<file path="src/rtl/trig_cfg_pkg.sv">
// Shared definitions for the trigger configuration writer: opcodes, CTRL bits,
// FSM states and trigger command field constants.
package trig_cfg_pkg;

    typedef enum logic [1:0] {
        OP_NOP   = 2'b00,
        OP_WRCH  = 2'b01,
        OP_WRALL = 2'b10,
        OP_CTRL  = 2'b11
    } opcode_t;

    localparam int unsigned CTRL_ARM    = 0;
    localparam int unsigned CTRL_DISARM = 1;
    localparam int unsigned CTRL_INIT   = 2;
    localparam int unsigned CTRL_CLRERR = 3;

    typedef enum logic [1:0] {
        IDLE     = 2'd0,
        GET_DATA = 2'd1,
        WRITE    = 2'd2
    } state_t;

    // Trigger cell command nibble: bit 3 enables the cell, bits 1:0 pick the pattern.
    localparam int unsigned CMD_EN_BIT = 3;
    localparam logic [1:0]  PAT_LOW    = 2'b00;
    localparam logic [1:0]  PAT_POS    = 2'b01;
    localparam logic [1:0]  PAT_NEG    = 2'b10;
    localparam logic [1:0]  PAT_HIGH   = 2'b11;

endpackage

</file>
<file path="src/rtl/trig_onehot_dec.sv">
// Channel strobe decoder: one-hot on index, all-ones on broadcast, all-zero
// when not valid or when the index lies beyond the channel count.
module trig_onehot_dec #(
    parameter int NCH = 8,
    parameter int CHW = 6
) (
    input  logic [CHW-1:0] idx,
    input  logic           bcast,
    input  logic           valid,
    output logic [NCH-1:0] strobe
);

    always_comb begin
        strobe = '0;
        for (int unsigned i = 0; i < NCH; i++) begin
            strobe[i] = valid && (bcast || (idx == CHW'(i)));
        end
    end

endmodule

</file>
<file path="src/rtl/trig_cfg_writer.sv">
// Host byte stream -> per-channel trigger command writer with arm/init control.
// Optional command readback shadow enabled by defining TRIG_CFG_READBACK_EN.
module trig_cfg_writer
    import trig_cfg_pkg::*;
#(
    parameter int NCH = 8,
    parameter int CHW = 6
) (
    input  logic           CLK,
    input  logic           RSTn,
    input  logic [7:0]     Din,
    input  logic           DinValid,
    output logic           DinReady,
    output logic [3:0]     wCMD,
    output logic [NCH-1:0] wEN,
    output logic           EN,
    output logic           SetInit,
    output logic           Busy,
    output logic           Err
`ifdef TRIG_CFG_READBACK_EN
    ,
    input  logic [CHW-1:0] RdSel,
    output logic [3:0]     RdCMD
`endif
);

    state_t         state;
    state_t         stateNext;
    logic [CHW-1:0] idxReg;
    logic [3:0]     cmdReg;
    logic           bcastReg;

    logic    accept;
    opcode_t op;
    logic    idxLoad;
    logic    allLoad;
    logic    cmdLoad;
    logic    ctrlAccept;
    logic    errSet;

    assign DinReady = RSTn && (state != WRITE);
    assign accept   = DinValid && DinReady;
    assign Busy     = (state != IDLE);
    assign wCMD     = cmdReg;

    always_ff @(posedge CLK) begin
        if (!RSTn) begin
            state <= IDLE;
        end else begin
            state <= stateNext;
        end
    end

    always_comb begin
        stateNext  = state;
        op         = opcode_t'(Din[7:6]);
        idxLoad    = 1'b0;
        allLoad    = 1'b0;
        cmdLoad    = 1'b0;
        ctrlAccept = 1'b0;
        errSet     = 1'b0;
        case (state)
            IDLE: begin
                if (accept) begin
                    case (op)
                        OP_WRCH: begin
                            idxLoad   = 1'b1;
                            stateNext = GET_DATA;
                        end
                        OP_WRALL: begin
                            allLoad   = 1'b1;
                            cmdLoad   = 1'b1;
                            stateNext = WRITE;
                        end
                        OP_CTRL: ctrlAccept = 1'b1;
                        default: ;
                    endcase
                end
            end
            GET_DATA: begin
                if (accept) begin
                    cmdLoad   = 1'b1;
                    stateNext = WRITE;
                end
            end
            WRITE: begin
                // Suppressed writes still pass through here; they only raise Err.
                errSet    = EN || (!bcastReg && (32'(idxReg) >= NCH));
                stateNext = IDLE;
            end
            default: stateNext = IDLE;
        endcase
    end

    trig_onehot_dec #(
        .NCH(NCH),
        .CHW(CHW)
    ) uDec (
        .idx   (idxReg),
        .bcast (bcastReg),
        .valid ((state == WRITE) && !EN),
        .strobe(wEN)
    );

    always_ff @(posedge CLK) begin
        if (!RSTn) begin
            idxReg   <= '0;
            cmdReg   <= '0;
            bcastReg <= 1'b0;
            EN       <= 1'b0;
            SetInit  <= 1'b0;
            Err      <= 1'b0;
        end else begin
            if (idxLoad) begin
                idxReg   <= Din[CHW-1:0];
                bcastReg <= 1'b0;
            end
            if (allLoad) begin
                bcastReg <= 1'b1;
            end
            if (cmdLoad) begin
                cmdReg <= Din[3:0];
            end
            SetInit <= ctrlAccept && Din[CTRL_INIT];
            if (ctrlAccept) begin
                if (Din[CTRL_DISARM] || Din[CTRL_INIT]) begin
                    EN <= 1'b0;
                end else if (Din[CTRL_ARM]) begin
                    EN <= 1'b1;
                end
            end
            if (errSet) begin
                Err <= 1'b1;
            end else if (ctrlAccept && Din[CTRL_CLRERR]) begin
                Err <= 1'b0;
            end
        end
    end

`ifdef TRIG_CFG_READBACK_EN
    localparam int IW = (NCH > 1) ? $clog2(NCH) : 1;

    logic [3:0] shadow [NCH];

    always_ff @(posedge CLK) begin
        if (!RSTn) begin
            for (int unsigned i = 0; i < NCH; i++) begin
                shadow[i] <= '0;
            end
        end else begin
            for (int unsigned i = 0; i < NCH; i++) begin
                if (wEN[i]) begin
                    shadow[i] <= cmdReg;
                end
            end
        end
    end

    always_comb begin
        RdCMD = '0;
        if (32'(RdSel) < NCH) begin
            RdCMD = shadow[RdSel[IW-1:0]];
        end
    end
`endif

endmodule

</file>
<file path="config.mk">
export PLATFORM = sky130hd
export DESIGN_NAME = trig_cfg_writer
export DESIGN_NICKNAME = d
export VERILOG_FILES = /design/src/rtl/trig_cfg_pkg.sv /design/src/rtl/trig_onehot_dec.sv /design/src/rtl/trig_cfg_writer.sv
export SDC_FILE = /design/constraint.sdc
export NUM_CORES = 1
export LEC_CHECK = 0
export BUFFER_PORTS_ARGS = -buffer_cell sky130_fd_sc_hd__clkbuf_2
export CAP_MARGIN = 20
export CORE_MARGIN = 3
export CORE_UTILIZATION = 50
export CTS_BUF_LIST = sky130_fd_sc_hd__clkbuf_4
export DETAILED_ROUTE_END_ITERATION = 16
export GPL_TIMING_DRIVEN = 0
export PLACE_DENSITY = 0.89
export SLEW_MARGIN = 30
export SYNTH_ARGS = -nofsm -noshare
export SYNTH_HDL_FRONTEND = slang
export SYNTH_SLANG_ARGS = --single-unit
</file>
<file path="constraint.sdc">
create_clock -name CLK -period 2.4 [get_ports CLK]
set_input_delay 0.72 -clock CLK [delete_from_list [all_inputs] [get_ports CLK]]
set_output_delay 0.72 -clock CLK [all_outputs]
set_load 0.01 [all_outputs]
</file>
==> flow_summary_export.csv <==
group,metric,value,unit
worst_setup_path,critPathMaxFanout,4,
route,drtAntennaViolNets,0,
die,die-area,2110,um2
sta,fin_skew,0.00129,ns
route,drt_first_pass_iters,4,
power,vdd_ir_drop_max,0.000492,V
cells_and_area,utilization,0.699,
synth,avgSynthCellArea,7.97,um2
power,power.density,516,nW/um2
worst_setup_path,startpoint_type,"register",
clocking,cts-buffers-inserted,3,
place,dpl.hpwl,1.42,mm
synth,synthFlopType,"dfxtp_1",
route,routedWlPerCell,13.0,um
worst_setup_path,worstPathArrival,1.49,ns
cells_and_area,antenna_cells_inserted,0,
synth,synth-edff-count,0,
synth,yosys.cell_types.count,30,
sta,final.min_clock_period,2.21,ns
worst_setup_path,crit_path_end_kind,"primary output",
synth,synth_seq_area_share,0.402,
clocking,root_buffer,"clkbuf_4",
flow_run,cap_violations,0,
power,leakage,0.461,nW
synth,synth.area.top_cells,"dfxtp_1, nand2_1, mux2i_1",
global_routing,antenna_found_initial,0,
sta,min_period_over_period,0.921,
global_routing,grt_use_total,0.211,
synth,ys_ff_latch,16,
sta,drv_slew,0,
worst_setup_path,setup.worst_path.end,"wEN[6]",
worst_setup_path,slowest_delay,0.44,ns
route,vias,813,
die,coreArea,1400,um2
worst_setup_path,timing.rr.end,"EN",
worst_setup_path,cp-startpoint,"idxReg[4]",
global_routing,first_global_vias,773,
outcome,status,"completed",
sta,whs,0.469,ns
clocking,cts-htree-levels,1,
die,start_util,0.570,
worst_setup_path,worstRegToRegCells,4,
clocking,path_clk_slew,0.08,ns
synth,synth_common_cells,"dfxtp_1, nand2_1, nor2_1",
sta,rsz0062_at_grt,"false",
synth,async_flop_share,0,
synth,synthMostInstantiatedCell,"dfxtp_1",
clocking,cts_tree,"done",
clocking,clock_latency,0.29,ns
die,dieWidth,45.9,um
die,ios,28,
cells_and_area,finalNetCount,141,
power,total_power,504,uW
cells_and_area,final.fill_count,118,
sta,worst_pin_slew,0.424,ns
global_routing,grt_pass1_wl,3.22,mm
worst_setup_path,critPathSlowestCell,"nor4b_2",
synth,yosysWarnings,0,
synth,synth_area,797,um2
sta,hold_viol,0,
synth,synth_top_area_frac,0.402,
min_path,hold_class,"reg -> reg",
sta,setup_viol,0,
global_routing,grt_max_degree,20,
clocking,cts_sinks,16,
worst_setup_path,worstPathRequired,1.68,ns
synth,syn_nets,111,
worst_setup_path,crit_chain,"nor4b_2 > a21oi_1 > nor2_1 > clkbuf_2",
worst_setup_path,timing.rr.start,"state[0]",
cells_and_area,area_delta_synth_final,22.8,%
route,drc,0,
clocking,cts_max_path_buffers,2,
worst_setup_path,crit_type,"reg -> out",
die,std_cell_rows,13,
route,drt_iter0_drc,13,
place,io_buffer_count,27,
cells_and_area,drive_gt1_frac,0.320,
die,fp.dieH,45.9,um
route,drt_wl_total,1.85,mm
sta,fmax,452,MHz
synth,synthCells,100,
place,gp_congestion,0.809,
synth,yosysTopAreaCell,"dfxtp_1",
global_routing,gr-total-overflow,0,
worst_setup_path,r2r_setup_slack,1.08,ns
sta,slew_headroom,0.717,
route,avgViaCountPerCell,5.69,
==> sequential cells by signal, indices dropped and copies added, names as in the netlist <==
register,cells
idxReg,6
Err,1
SetInit,1
bcastReg,1
EN,1
wCMD,4
state,2
==> worst min-delay path by stage <==
stage,startpoint,cells past startpoint,slack (ns),end
3_3_place_gp,wCMD[3],2,0.44,wCMD[3]
2_1_floorplan,idxReg[2],2,0.44,idxReg[2]
5_1_grt,wCMD[0],2,0.50,wCMD[0]
4_1_cts,wCMD[3],2,0.48,wCMD[3]
6_report,wCMD[1],2,0.47,wCMD[1]
3_5_place_dp,wCMD[1],2,0.47,wCMD[1]
==> placed cells by master (no fill, tap or decap), drive strengths merged, types with 2 or more instances in the layout <==
master,count
a21oi,6
buf,2
mux2i,5
dfxtp,16
nand2,14
nand3,6
nor2b,5
o21ai,7
and3,2
a31oi,3
nor4b,2
nor2,11
inv,5
clkbuf,31
==> cells by family (layout without fill, tap and decap cells) <==
family                 after synthesis  count (layout)  synth area share
AO/OA/AOI/OAI                       21              21             0.168
buffers and inverters               10              38            0.0581
flip-flops                          16              16             0.402
multiplexers                         5               5            0.0628
AND/OR/NAND/NOR                     48              48             0.309
==> per-layer routing <==
metal | routed length, um | track usage
met4 | 11 | 0.0739
met5 | 0 | 0
met2 | 941 | 0.341
met1 | 780 | 0.249
met3 | 118 | 0.0870
==> critical path: cells and delay by family, from the launching register on <==
family                 cells  cell delay (ns)
and+or+nand+nor            2             0.57
buffers and inverters      1             0.15
DFF                        1             0.36
AOI/OAI and AO/OA          1             0.13
==> where the power goes <==
part	total (mW)	leakage (nW)	internal, mW	switching, mW
clock network	0.138	0.0138	0.0584	0.0794
logic	0.0825	0.317	0.0357	0.0468
registers	0.284	0.130	0.275	0.00889
total	0.504	0.461	0.369	0.135
==> final cells by class <==
cell class | instances | area (um2) | share of cell area
flip-flops and latches | 16 | 320 | 0.327
multi-input cells | 74 | 443 | 0.453
well taps | 15 | 18.8 | 0.0192
repair buffers | 27 | 135 | 0.138
plain buffers | 3 | 20.0 | 0.0205
inverters | 5 | 18.8 | 0.0192
clock buffers | 3 | 22.5 | 0.0230
==> metrics by stage <==
stage,std cells,setup TNS [ns],instance area (um2),worst slack (ns)
after floorplan,100,0,797,0.282
after global placement,142,-0.00676,951,-0.00676
after detailed placement,142,-0.0402,951,-0.0402
after CTS,144,0,970,0.0188
after global routing,143,0,978,0.0633
final,143,0,978,0.190
==> timing repair <==
action	in CTS	in global routing
setup endpoints to repair	1	8
resized for setup	0	2
buffers inserted	0	0
hold buffers	0	0
No activity file was read; power rests on OpenSTA's default activity.
